`config.mk`:
```
export PLATFORM = sky130hd
export DESIGN_NAME = gcd_scheduler_flat
export DESIGN_NICKNAME = d
export VERILOG_FILES = /design/src/rtl/gcd_scheduler_if.sv /design/src/rtl/gcd_scheduler.sv /design/src/flat_wrapper.sv
export SDC_FILE = /design/constraint.sdc
export NUM_CORES = 1
export LEC_CHECK = 0
export ABC_CLOCK_PERIOD_IN_PS = 5600
export CORE_MARGIN = 8
export CORE_UTILIZATION = 30
export DETAILED_ROUTE_END_ITERATION = 7
export GPL_ROUTABILITY_DRIVEN = 0
export GPL_TIMING_DRIVEN = 0
export PLACE_DENSITY_LB_ADDON = 0.2
export SYNTH_ARGS = -nofsm -noshare
export SYNTH_HDL_FRONTEND = slang
export SYNTH_SLANG_ARGS = --single-unit
export TNS_END_PERCENT = 1
```
`constraint.sdc`:
```
create_clock -name clk -period 5.6 [get_ports clk]
set_input_delay 1.4 -clock clk [delete_from_list [all_inputs] [get_ports clk]]
set_output_delay 1.4 -clock clk [all_outputs]
set_load 0.02 [all_outputs]
```
`src/rtl/gcd_scheduler_if.sv`:
```
// gcd_scheduler_if: requester handshake and shared GCD-unit signals of the scheduler
interface gcd_scheduler_if #(
    parameter int N_REQ = 4,
    parameter int W     = 32
);
    logic [N_REQ-1:0]   req;
    logic [N_REQ*W-1:0] a_req;
    logic [N_REQ*W-1:0] b_req;
    logic [N_REQ-1:0]   gnt;
    logic [N_REQ-1:0]   rsp_valid;
    logic [W-1:0]       rsp_data;
    logic               rsp_err;
    logic               busy;
    logic               gcd_start;
    logic [W-1:0]       gcd_a;
    logic [W-1:0]       gcd_b;
    logic               gcd_ready;
    logic               gcd_done;
    logic [W-1:0]       gcd_result;

    modport master (
        output req, a_req, b_req, gcd_ready, gcd_done, gcd_result,
        input  gnt, rsp_valid, rsp_data, rsp_err, busy, gcd_start, gcd_a, gcd_b
    );

    modport slave (
        input  req, a_req, b_req, gcd_ready, gcd_done, gcd_result,
        output gnt, rsp_valid, rsp_data, rsp_err, busy, gcd_start, gcd_a, gcd_b
    );
endinterface

```
`src/rtl/gcd_scheduler.sv`:
```
// gcd_scheduler: round-robin sharing of one GCD unit among N_REQ requesters with timeout
module gcd_scheduler #(
    parameter int N_REQ   = 4,
    parameter int W       = 32,
    parameter int TIMEOUT = 1024
) (
    input logic            clk,
    input logic            reset,
    gcd_scheduler_if.slave bus
);
    localparam int IW = $clog2(N_REQ);
    localparam int CW = $clog2(TIMEOUT + 1);

    typedef enum logic [1:0] {IDLE, ISSUE, WAIT, RESPOND} state_t;

    state_t           state, state_nxt;
    logic [IW-1:0]    ptr, idx, win;
    logic             found;
    logic [W-1:0]     a_lat, b_lat, res;
    logic             err;
    logic [CW-1:0]    cnt;
    logic             both_zero, expired;
    logic [N_REQ-1:0] idx_oh;

    assign both_zero = a_lat == '0 && b_lat == '0;
    assign expired   = cnt == CW'(TIMEOUT - 1);
    assign idx_oh    = N_REQ'(1) << idx;

    // round-robin pick: first requesting index after the last served one
    always_comb begin
        found = 1'b0;
        win   = '0;
        for (int k = 1; k <= N_REQ; k++) begin
            if (!found && bus.req[(int'(ptr) + k) % N_REQ]) begin
                found = 1'b1;
                win   = IW'((int'(ptr) + k) % N_REQ);
            end
        end
    end

    // state register
    always_ff @(posedge clk or posedge reset) begin
        if (reset) state <= IDLE;
        else       state <= state_nxt;
    end

    // next state and Moore outputs; everything is zero while idle
    always_comb begin
        state_nxt     = state;
        bus.gnt       = '0;
        bus.rsp_valid = '0;
        bus.rsp_data  = '0;
        bus.rsp_err   = 1'b0;
        bus.busy      = state != IDLE;
        bus.gcd_start = 1'b0;
        bus.gcd_a     = '0;
        bus.gcd_b     = '0;
        case (state)
            IDLE: if (found && bus.gcd_ready) state_nxt = ISSUE;
            ISSUE: begin
                bus.gnt       = idx_oh;
                bus.gcd_start = !both_zero;
                bus.gcd_a     = a_lat;
                bus.gcd_b     = b_lat;
                state_nxt     = both_zero ? RESPOND : WAIT;
            end
            WAIT: begin
                bus.gcd_a = a_lat;
                bus.gcd_b = b_lat;
                if (bus.gcd_done || expired) state_nxt = RESPOND;
            end
            RESPOND: begin
                bus.rsp_valid = idx_oh;
                bus.rsp_data  = res;
                bus.rsp_err   = err;
                state_nxt     = IDLE;
            end
            default: state_nxt = IDLE;
        endcase
    end

    // operand latch, result capture, wait counter and last-served pointer
    always_ff @(posedge clk or posedge reset) begin
        if (reset) begin
            ptr   <= IW'(N_REQ - 1);
            idx   <= '0;
            a_lat <= '0;
            b_lat <= '0;
            res   <= '0;
            err   <= 1'b0;
            cnt   <= '0;
        end else begin
            case (state)
                IDLE: if (found && bus.gcd_ready) begin
                    idx   <= win;
                    a_lat <= bus.a_req[int'(win)*W +: W];
                    b_lat <= bus.b_req[int'(win)*W +: W];
                end
                ISSUE: begin
                    cnt <= '0;
                    res <= '0;
                    err <= both_zero;
                end
                WAIT: begin
                    if (bus.gcd_done) begin
                        res <= bus.gcd_result;
                        err <= 1'b0;
                    end else if (expired) begin
                        res <= '0;
                        err <= 1'b1;
                    end else begin
                        cnt <= cnt + 1'b1;
                    end
                end
                RESPOND: ptr <= idx;
                default: ;
            endcase
        end
    end
endmodule
```
`src/flat_wrapper.sv`:
```
// flat-port wrapper written by rule: the top's interface ports become plain ports
module gcd_scheduler_flat 
#(
    parameter int N_REQ   = 4,
    parameter int W       = 32,
    parameter int TIMEOUT = 1024
)
  (clk, reset, bus_req, bus_a_req, bus_b_req, bus_gcd_ready, bus_gcd_done, bus_gcd_result, bus_gnt, bus_rsp_valid, bus_rsp_data, bus_rsp_err, bus_busy, bus_gcd_start, bus_gcd_a, bus_gcd_b);
  gcd_scheduler_if #(.N_REQ(N_REQ), .W(W)) bus_i ();
  input logic clk;
  input logic reset;
  input wire logic [$bits(bus_i.req)-1:0] bus_req;
  input wire logic [$bits(bus_i.a_req)-1:0] bus_a_req;
  input wire logic [$bits(bus_i.b_req)-1:0] bus_b_req;
  input wire logic [$bits(bus_i.gcd_ready)-1:0] bus_gcd_ready;
  input wire logic [$bits(bus_i.gcd_done)-1:0] bus_gcd_done;
  input wire logic [$bits(bus_i.gcd_result)-1:0] bus_gcd_result;
  output wire logic [$bits(bus_i.gnt)-1:0] bus_gnt;
  output wire logic [$bits(bus_i.rsp_valid)-1:0] bus_rsp_valid;
  output wire logic [$bits(bus_i.rsp_data)-1:0] bus_rsp_data;
  output wire logic [$bits(bus_i.rsp_err)-1:0] bus_rsp_err;
  output wire logic [$bits(bus_i.busy)-1:0] bus_busy;
  output wire logic [$bits(bus_i.gcd_start)-1:0] bus_gcd_start;
  output wire logic [$bits(bus_i.gcd_a)-1:0] bus_gcd_a;
  output wire logic [$bits(bus_i.gcd_b)-1:0] bus_gcd_b;
  assign bus_i.req = bus_req;
  assign bus_i.a_req = bus_a_req;
  assign bus_i.b_req = bus_b_req;
  assign bus_i.gcd_ready = bus_gcd_ready;
  assign bus_i.gcd_done = bus_gcd_done;
  assign bus_i.gcd_result = bus_gcd_result;
  assign bus_gnt = bus_i.gnt;
  assign bus_rsp_valid = bus_i.rsp_valid;
  assign bus_rsp_data = bus_i.rsp_data;
  assign bus_rsp_err = bus_i.rsp_err;
  assign bus_busy = bus_i.busy;
  assign bus_gcd_start = bus_i.gcd_start;
  assign bus_gcd_a = bus_i.gcd_a;
  assign bus_gcd_b = bus_i.gcd_b;
  gcd_scheduler #(.N_REQ(N_REQ), .W(W), .TIMEOUT(TIMEOUT)) u_core (.clk(clk), .reset(reset), .bus(bus_i));
endmodule
```
==> run metrics <==
P_leak=5.17 nW; Hold Path Class=register to register; crit path DAT=3.35 ns; critical path's top delay family=simple AND/OR/NAND/NOR gates; via-per-instance ratio=4.82; HP Start=u_core.res[7]; Sink Count=114; clk slew on worst S/H paths=0.06 ns; post-cts resize count=0; Post-Syn Nets=1048; Total Routing Usage GR=0.209; Startpoint Class=register; die height=176 um; hold_ws=0.470 ns; FILL cells=2437; largest family of logic cells by synthesized area=simple AND/OR/NAND/NOR gates; min Tclk post-route=4.75 ns; count of non-filler cells in the finished layout=1513; routed wire length=32900 um; Worst EP required=4.20 ns; Max Root-Sink Buffers=2; end of the worst hold path=u_core.res[7]; Clk Latency, worst-skew pair=0.41 ns; Worst slew margin=0.373; Cell variety after synth=46; hold_buf cts=0; crit-path max cell delay=0.83 ns; setup bufs post-CTS=0; htree depth=4; Synth Area in Simple Gates=0.201; post-synthesis xor/xnor area fraction=0.00343; pin count of the biggest net entering global routing=80; status=finished clean; critical path class=register to primary output; WHS Path Cells=2; Final setup viols=0; WP buf/inv=1; layout cell share with drive strength beyond 1=0.118; Overflow after GRT=0; Final TNS setup=0 ns; crit-path cells=nor4_1, nand4_1, nor4_1, nor2b_1, clkdlybuf4s50_1; vias in the first global route=7835; # rows=58; Num CTS Buffers=17; via count=7300; Synth Flop Type=dfrtp_1; f_max=0.211 GHz; RSZ-0062 raised after global routing=false; clock root cell=clkbuf_16; Seq/Total Area, Yosys=0.373; final worst slack=0.853 ns; Peak VDD IR=0.228 mV; clock skew=0.0107 ns; Pre-antenna DRT Iters=5; Layout area overhead=66.4%; Fin. Hold Viols=0; routed len/inst=21.7 um; core area=0.0251 mm2; Synth Area in Compound Gates=0.173; Net count, final=1470; crit-path most repeated cell=nor4_1; EDFF count, synth=0; Mean Syn Cell Area=10.3 um2; post-synthesis cell count=747; TritonCTS clock tree=yes; Power Total=6.12 mW; Pwr Density=481 mW/mm2; final core occ=0.507; flop2flop setup slack=2.93 ns; initial core utilization=0.305; antenna violations before repair=1; Yosys reg bits=114; ANT nets after route=0; post-DP HPWL=26600 um; max cap viols=0; CP max-delay cell=nor4_1; max-slew violation count=0; drt drc=0; Placed Cells=1480; r2r endpoint=u_core.state[0]; part of the cycle the worst path needs=0.848; dpl cell area=0.0121 mm2; die area=0.0309 mm2; Warnings, synthesis=0; mux cell area share after synthesis=0.170; Die X=176 um; synthesized area=0.00766 mm2; CP Max Fanout=3; first-pass GRT wire length=49500 um; CP endpoint kind=primary output; IO Count=403; Worst-Margin Slew=0.932 ns; post-place setup slack=1.26 ns; # port buffers=402; Synth Area in Adders=0.00817; Final Instance Area=0.0127 mm2; DRT iter0 DRCs=281; worst reg2reg path startpoint=u_core.b_lat[30]; FF-to-FF path depth=5; Post-synth ARST share=1.00
==> state kept, by name, summed over array words and instances, names as in the netlist <==
signal,count
u_core.idx,2
u_core.b_lat,32
u_core.a_lat,32
u_core.ptr,2
u_core.cnt,11
u_core.state,2
u_core.err,1
u_core.res,32
==> layer usage <==
layer,share of wire,routed length (um),track usage,vias to the layer above
li1,-,-,-,3535
met1,0.40,13200,0.241,3487
met2,0.51,16800,0.371,256
met3,0.072,2380,0.0642,22
met4,0.014,465,0.0487,0
met5,0,0,0,-
==> where the power goes <==
part / internal, mW / switching [mW]
sequential: 1.16 / 0.237
combinational: 1.61 / 1.98
clock: 0.724 / 0.409
==> how the worst max path moves through the flow <==
stage,startpoint,end,slack [ns],cells after the start
2_1_floorplan,reset,u_core.a_lat[0],1.19,1
3_3_place_gp,reset,u_core.b_lat[7],-0.82,2
3_5_place_dp,u_core.b_lat[30],bus_gcd_start,1.26,5
4_1_cts,u_core.b_lat[30],bus_gcd_start,0.81,5
5_1_grt,u_core.b_lat[16],bus_gcd_start,0.65,5
6_report,u_core.b_lat[30],bus_gcd_start,0.85,5
==> cell usage in the layout (no fill, tap or decap), types with 3 or more instances in the layout <==
master,instances
nand2_1,142
clkbuf_16,17
a31oi_1,3
nor2b_1,3
nor3b_1,3
o21ai_0,41
nand2b_1,4
and2_1,98
buf_8,3
dfrtp_1,112
a21oi_1,8
o221ai_2,64
buf_6,10
nor2_1,7
buf_2,4
clkdlybuf4s50_1,402
buf_4,5
bufinv_16,3
buf_12,10
nand3_1,7
nor3_1,3
nor4_1,17
inv_1,6
ha_1,5
mux2i_1,129
clkbuf_1,28
clkinvlp_4,4
nand4_1,6
==> cell type report <==
cell class              instances  area [um2]  share of cell area
well taps                     330         413              0.0324
flip-flops and latches        114        2860               0.224
clock inverters                12         156              0.0123
multi-input cells             567        4260               0.334
diodes                          1        2.50            0.000196
repair buffers                403        4050               0.318
clock buffers                  20         457              0.0358
plain buffers                  59         517              0.0406
inverters                       7        31.3             0.00245
==> Yosys cell counts (2+ instances only) <==
master,count,share of area
buf_4,5,0.0049
a31oi_1,3,0.0025
nand2b_1,4,0.0033
nor2_1,7,0.0034
ha_1,5,0.0082
nand3_1,7,0.0046
o21ai_0,41,0.027
dfrtp_1,112,0.37
buf_6,10,0.015
and3b_1,2,0.0023
buf_8,3,0.0059
dfstp_2,2,0.0069
buf_12,10,0.026
clkbuf_1,27,0.013
nor2b_1,3,0.0025
xnor2_1,2,0.0023
inv_1,7,0.0034
nor3b_1,3,0.0029
or3_1,2,0.0016
mux2i_1,129,0.17
buf_2,4,0.0026
nor3_1,3,0.0020
o22ai_1,2,0.0016
and3_1,2,0.0016
o221ai_2,64,0.13
a21oi_1,8,0.0052
nand2_1,142,0.070
and2_1,98,0.080
nand3b_1,2,0.0020
nand4_1,6,0.0049
nor4_1,17,0.014
==> worst reg2reg max path, delay by kind of cell, from the launching register on <==
| kind | cells | cell delay (ns) |
|---|---|---|
| AND/OR/NAND/NOR | 3 | 1.85 |
| flip-flops | 1 | 0.39 |
| AO/OA/AOI/OAI | 2 | 0.35 |
==> kinds of logic after synthesis <==
group	count (synthesis)
AO/OA/AOI/OAI	125
XOR/XNOR	3
adder cells (fa/ha/maj)	5
buffers and inverters	66
flip-flops	114
multiplexers	130
AND/OR/NAND/NOR	304
Note: power is estimated with default switching activity, not from simulation.
